<file path="config.mk">
export PLATFORM = sky130hd
export DESIGN_NAME = fetch_ctrl
export DESIGN_NICKNAME = d
export VERILOG_FILES = /design/src/rtl/pipes_pkg.sv /design/src/rtl/fetch_ctrl.sv
export SDC_FILE = /design/constraint.sdc
export NUM_CORES = 1
export LEC_CHECK = 0
export CORE_ASPECT_RATIO = 0.9
export CORE_MARGIN = 2
export CORE_UTILIZATION = 51
export DETAILED_ROUTE_END_ITERATION = 10
export PLACE_DENSITY = 0.86
export SLEW_MARGIN = 5
export SYNTH_ARGS = -nofsm -noshare
export SYNTH_HDL_FRONTEND = slang
export SYNTH_SLANG_ARGS = --single-unit
</file>
<file path="constraint.sdc">
create_clock -name clk -period 8.4 [get_ports clk]
set_clock_uncertainty 0.15 [all_clocks]
set_input_delay 1.26 -clock clk [delete_from_list [all_inputs] [get_ports clk]]
set_output_delay 1.26 -clock clk [all_outputs]
set_load 0.03 [all_outputs]
</file>
<file path="src/rtl/pipes_pkg.sv">
// Shared pipeline types: fetch FSM state encoding, the fetch/decode register
// layout and the architectural reset PC.
package pipes_pkg;

  localparam logic [63:0] PC_RESET_DEFAULT = 64'h8000_0000;
  localparam logic [63:0] INSTR_BYTES      = 64'd4;

  typedef enum logic [1:0] {
    IDLE  = 2'd0,
    REQ   = 2'd1,
    HOLD  = 2'd2,
    DRAIN = 2'd3
  } fetch_state_t;

  typedef struct packed {
    logic [31:0] instr;
    logic [63:0] pc;
  } fetch_data_t;

  // Sequential successor; wraps silently at the top of the 64-bit space.
  function automatic logic [63:0] nextSeqPc(input logic [63:0] pc);
    return pc + INSTR_BYTES;
  endfunction

endpackage

</file>
<file path="src/rtl/fetch_ctrl.sv">
// Single-outstanding instruction fetch controller feeding one fetch/decode
// register; supports redirects, including while a stale request is in flight.
module fetch_ctrl
  import pipes_pkg::*;
#(
  parameter logic [63:0] PC_RESET = PC_RESET_DEFAULT
) (
  input  logic        clk,
  input  logic        reset,
  output logic        ireq_valid,
  output logic [63:0] ireq_addr,
  input  logic        iresp_data_ok,
  input  logic [31:0] iresp_data,
  output logic        fd_valid,
  output logic [31:0] fd_instr,
  output logic [63:0] fd_pc,
  input  logic        fd_ready,
  input  logic        redirect,
  input  logic [63:0] redirect_pc
);

  fetch_state_t r_state;
  logic [63:0]  r_pc;
  logic [63:0]  r_reqAddr;
  logic         r_reqValid;
  logic         r_fdValid;
  fetch_data_t  r_fd;

  fetch_state_t w_nextState;
  logic [63:0]  w_nextPc;
  logic [63:0]  w_nextReqAddr;
  fetch_data_t  w_nextFd;
  logic [63:0]  w_drainTarget;

  // In DRAIN r_pc holds the restart address while r_reqAddr keeps the stale
  // address on the bus until its response arrives and is thrown away.
  always_comb begin
    w_nextState   = r_state;
    w_nextPc      = r_pc;
    w_nextReqAddr = r_reqAddr;
    w_nextFd      = r_fd;
    w_drainTarget = redirect ? redirect_pc : r_pc;
    case (r_state)
      IDLE: begin
        w_nextState   = REQ;
        w_nextPc      = PC_RESET;
        w_nextReqAddr = PC_RESET;
      end
      REQ: begin
        if (iresp_data_ok && redirect) begin
          w_nextPc      = redirect_pc;
          w_nextReqAddr = redirect_pc;
        end else if (iresp_data_ok) begin
          w_nextFd    = '{instr: iresp_data, pc: r_pc};
          w_nextState = HOLD;
        end else if (redirect) begin
          w_nextPc    = redirect_pc;
          w_nextState = DRAIN;
        end
      end
      DRAIN: begin
        w_nextPc = w_drainTarget;
        if (iresp_data_ok) begin
          w_nextReqAddr = w_drainTarget;
          w_nextState   = REQ;
        end
      end
      HOLD: begin
        // A redirect beats a simultaneous accept: the instruction is squashed.
        if (redirect) begin
          w_nextPc      = redirect_pc;
          w_nextReqAddr = redirect_pc;
          w_nextState   = REQ;
        end else if (fd_ready) begin
          w_nextPc      = nextSeqPc(r_fd.pc);
          w_nextReqAddr = nextSeqPc(r_fd.pc);
          w_nextState   = REQ;
        end
      end
      default: w_nextState = IDLE;
    endcase
  end

  always_ff @(posedge clk or posedge reset) begin
    if (reset) begin
      r_state    <= IDLE;
      r_pc       <= PC_RESET;
      r_reqAddr  <= '0;
      r_reqValid <= 1'b0;
      r_fdValid  <= 1'b0;
      r_fd       <= '0;
    end else begin
      r_state    <= w_nextState;
      r_pc       <= w_nextPc;
      r_reqAddr  <= w_nextReqAddr;
      r_reqValid <= (w_nextState == REQ) || (w_nextState == DRAIN);
      r_fdValid  <= (w_nextState == HOLD);
      r_fd       <= w_nextFd;
    end
  end

  assign ireq_valid = r_reqValid;
  assign ireq_addr  = r_reqAddr;
  assign fd_valid   = r_fdValid;
  assign fd_instr   = r_fd.instr;
  assign fd_pc      = r_fd.pc;

endmodule

</file>
# Word level (Yosys, flattened, before mapping)
# Cells that the tools add are included.
# op_classes
mux	16
n_bitwise	1
eq_ne	10
n_addsub	1
reduce_logical	6
# op_table
operator	n
64-bit one-hot mux with 4 select lines	2
64-bit two-way mux	7
64-bit by 3-bit adder with 64-bit output (second input constant)	1
2-bit two-way mux	6
2-bit == test (second input constant)	4
2-bit one-hot mux with 4 select lines	1
3-bit inequality test (second input constant)	2
3-bit AND reduction	2
2-bit by 1-bit == test with 1-bit output (second input constant)	2
2-bit inequality test (second input constant)	2
2-bit logical NOT	1
2-bit AND reduction	1
1-bit logical AND	1
1-bit logical OR	1
1-bit inverter	1
# word_totals
wordCells	41
reg_bits	228
inputBits	101
out_inout_bits	162

# Longest topological paths before layout
# depth
word_depth	6
depth_mapped	9

# Worst setup path before layout
# OpenSTA, ideal clock, no wires.
# synth_path
path_kind	input-to-reg
startpoint	in redirect
endpoint	reg r_fd, in the netlist fd_instr[10]
arrival_time_ps	2837
t_required_ps	8125
n_path_buf	3
slack_ps	5288
path_stages	5
setup_ps	125
path_cell_list	clkbuf_1 > nor3_1 > clkbuf_1 > buf_2 > mux2_2
# synth_between
elab_chain_cells	3
# synth_rtl
item	line	rtl
from (decl)	fetch_ctrl.sv:18	input logic redirect,
1-bit logical AND	fetch_ctrl.sv:50	if (iresp_data_ok && redirect) begin
1-bit inverter (no line)	-	
3-bit AND reduction (no line)	-	
to (signal assigned)	fetch_ctrl.sv:98	r_fd <= w_nextFd;
to (decl)	fetch_ctrl.sv:27	fetch_data_t r_fd;
# No other way between the ends.
# A chain may end at the register's enable or synchronous reset.

==> results.cfg <==
[clocking]
postCtsSetupBuffers = 0
cts_sinks = 227
cts_tree = yes
ctsResizeCount = 0
cts_buffers = 25
insertion_delay_ns = 0.53
cts_buffer_depth = 3
cts_hold_buffers = 0
cts_max_level = 1
path_clk_slew_ns = 0.06
clockRootBuffer = clkbuf_16

[routing]
via_per_inst = 6.577
vias = 11780
wl_per_cell_um = 23.05
drtIter0Drc = 1799
dr.pass1.iters = 6
drc = 0
final_antenna_net_count = 0
routed_wl_um = 41280

[layout]
mostFrequentLayoutCell = clkdlybuf4s50_1
nFillCells = 1790
drive_gt1_frac = 0.1250
finalNetCount = 1571
final_cell_mix = 261 x clkdlybuf4s50_1, 225 x dfrtp_1, 153 x nand2_1
area_growth_pct = 31.72

[floorplan]
die_w_um = 165.5
core_mm2 = 0.02321
die_area_mm2 = 0.02471
ioPinCount = 263
start_util = 0.5156
rows = 53
dieHeight_um = 149.3

[critical_path]
critPathRequiredTime_ns = 6.99
r2r.worst_path.cells = 8
cp_max_fo = 50
end_kind = primary output
cp-start-kind = flip-flop
arrival_ns = 2.41
crit_type = flip-flop to primary output

[placement]
dpl.hpwl_um = 27260
io_buffer_count = 262
place.gp.congestion = 0.9384

[sta]
timing.slew.headroom = 0.2215
timing.final.crit_share = 0.4545
tightest_slew_ns = 1.165
hold_viol_final = 0
drv_slew = 0
final.setup.tns_ns = 0
setup_violations = 0
min_period_ns = 3.818
rsz0062_at_grt = no
hold_slack_ns = 0.3411
max_freq_ghz = 0.2619

[min_path]
worstHoldPathType = flip-flop to flip-flop
hold_depth = 2

[global_routing]
grt_pass1_wl_um = 63580
grt_max_degree = 112
antenna_found_initial = 1
overflow = 0
grt_pass1_vias = 11450
grtUsageTotal = 0.3306

[synth]
synth-seq-area-share = 0.4748
avgSynthCellArea_um2 = 9.651
synth_edf_count = 0
synth_warnings = 0
synth_nets = 1342
ys.flop_type = dfrtp_1
synth_cell_types = 71
syn-cell-area_mm2 = 0.01197
async_flop_share = 1.000
ys_seq_elements = 227
syn_inst = 1240

[job]
cap_violations = 0

[power_and_ir_drop]
p_leak_uw = 0.006342
p_per_area_mw_per_mm2 = 297.3
peakVddDrop_mv = 0.1995

[status]
status = completed
-- critical path: stages, from the launching register on --
cell and delay, ns:
dfrtp_2 0.50, buf_4 0.57, clkdlybuf4s50_1 0.80
-- where the power goes --
group          total (µW)  switching (µW)  internal, µW  leakage, µW
sequential           1730             358          1370      0.00277
combinational        1740             993           746      0.00312
clock                1220             465           752     0.000449
total                4690            1820          2870      0.00634
-- kinds of logic after synthesis --
family	Yosys count	synth area share
buf+inv	106	0.03460
fa+ha+maj	1	0.001045
compound gates	359	0.1991
flops	227	0.4748
mux	97	0.09023
xor+xnor	46	0.03366
simple gates	404	0.1667
-- worst paths after layout --
| kind | startpoint | end | slack, ns |
|---|---|---|---|
| min in group asynchronous | reset | fd_instr[28]$_DFFE_PP0P_ | 1.13 |
| worst min-delay path | ireq_addr[18]$_DFFE_PP0P_ | ireq_addr[18]$_DFFE_PP0P_ | 0.34 |
| worst max-delay path | r_state[0]$_DFF_PP0_ | ireq_valid | 4.58 |
| worst min register to register | ireq_addr[18]$_DFFE_PP0P_ | ireq_addr[18]$_DFFE_PP0P_ | 0.34 |
| worst max register to register | r_state[0]$_DFF_PP0_ | ireq_addr[50]$_DFFE_PP0P_ | 4.99 |
| max in group asynchronous | reset | fd_pc[39]$_DFFE_PP0P_ | 5.58 |
-- final cells by class --
| cell class | count | area (µm²) | area share |
|---|---|---|---|
| sequential | 227 | 5683 | 0.3605 |
| antenna | 1 | 2.502 | 0.0001587 |
| inverter | 23 | 93.84 | 0.005953 |
| multi-input combinational | 907 | 5899 | 0.3742 |
| clock buffer | 33 | 715.7 | 0.04540 |
| timing repair buffer | 285 | 2793 | 0.1772 |
| clock inverter | 13 | 198.9 | 0.01262 |
| tap | 302 | 377.9 | 0.02397 |
-- synth_stat cells, types with 8 or more instances --
cell type | number | area share
clkbuf_1 | 67 | 0.021
nor4_1 | 13 | 0.0068
a21oi_1 | 55 | 0.023
o21ai_0 | 91 | 0.038
nor2_1 | 79 | 0.025
nand2b_1 | 10 | 0.0052
a31oi_1 | 16 | 0.0084
o211ai_1 | 14 | 0.0088
and3_1 | 14 | 0.0073
inv_1 | 22 | 0.0069
dfrtp_1 | 226 | 0.47
nand3_1 | 37 | 0.015
a221oi_1 | 32 | 0.023
mux2_2 | 87 | 0.082
o31a_1 | 8 | 0.0059
nor3_1 | 41 | 0.017
buf_1 | 8 | 0.0025
nand2_1 | 153 | 0.048
xor2_1 | 11 | 0.0080
nand4_1 | 23 | 0.012
o22ai_1 | 12 | 0.0063
a22o_1 | 12 | 0.0088
o21ai_1 | 13 | 0.0054
mux2i_1 | 10 | 0.0084
xnor2_1 | 35 | 0.026
o21a_1 | 9 | 0.0056
a22oi_1 | 57 | 0.036
-- metal layers --
metal / vias to the layer above / share of wire / routed length [µm] / track usage
met1: 5681 / 0.38 / 15600 / 0.4544
met2: 892 / 0.45 / 18620 / 0.4965
li1: 5056 / - / - / -
met5: - / 0 / 0 / 0
met4: 0 / 0.046 / 1898 / 0.1470
met3: 151 / 0.12 / 5159 / 0.08201
-- state kept, by name, indices dropped and copies added, names as in the netlist --
| register | count |
|---|---|
| r_pc | 64 |
| fd_instr | 32 |
| r_state | 2 |
| fd_valid | 1 |
| ireq_addr | 64 |
| fd_pc | 64 |
-- through the flow --
| stage | total power [µW] | utilization | worst slack, ns | instance area, µm² | std cells |
|---|---|---|---|---|---|
| after floorplan | 2665 | - | 0.7721 | 11970 | 1240 |
| after global placement | 3404 | 0.6397 | 4.192 | 14850 | 1744 |
| after detailed placement | 3448 | 0.6397 | 4.161 | 14850 | 1744 |
| after CTS | 4671 | 0.6791 | 4.626 | 15760 | 1790 |
| after global routing | 4873 | 0.6792 | 4.528 | 15760 | 1791 |
| final | 4687 | 0.6792 | 4.582 | 15760 | 1791 |
Power figures use the tool's default switching activity.
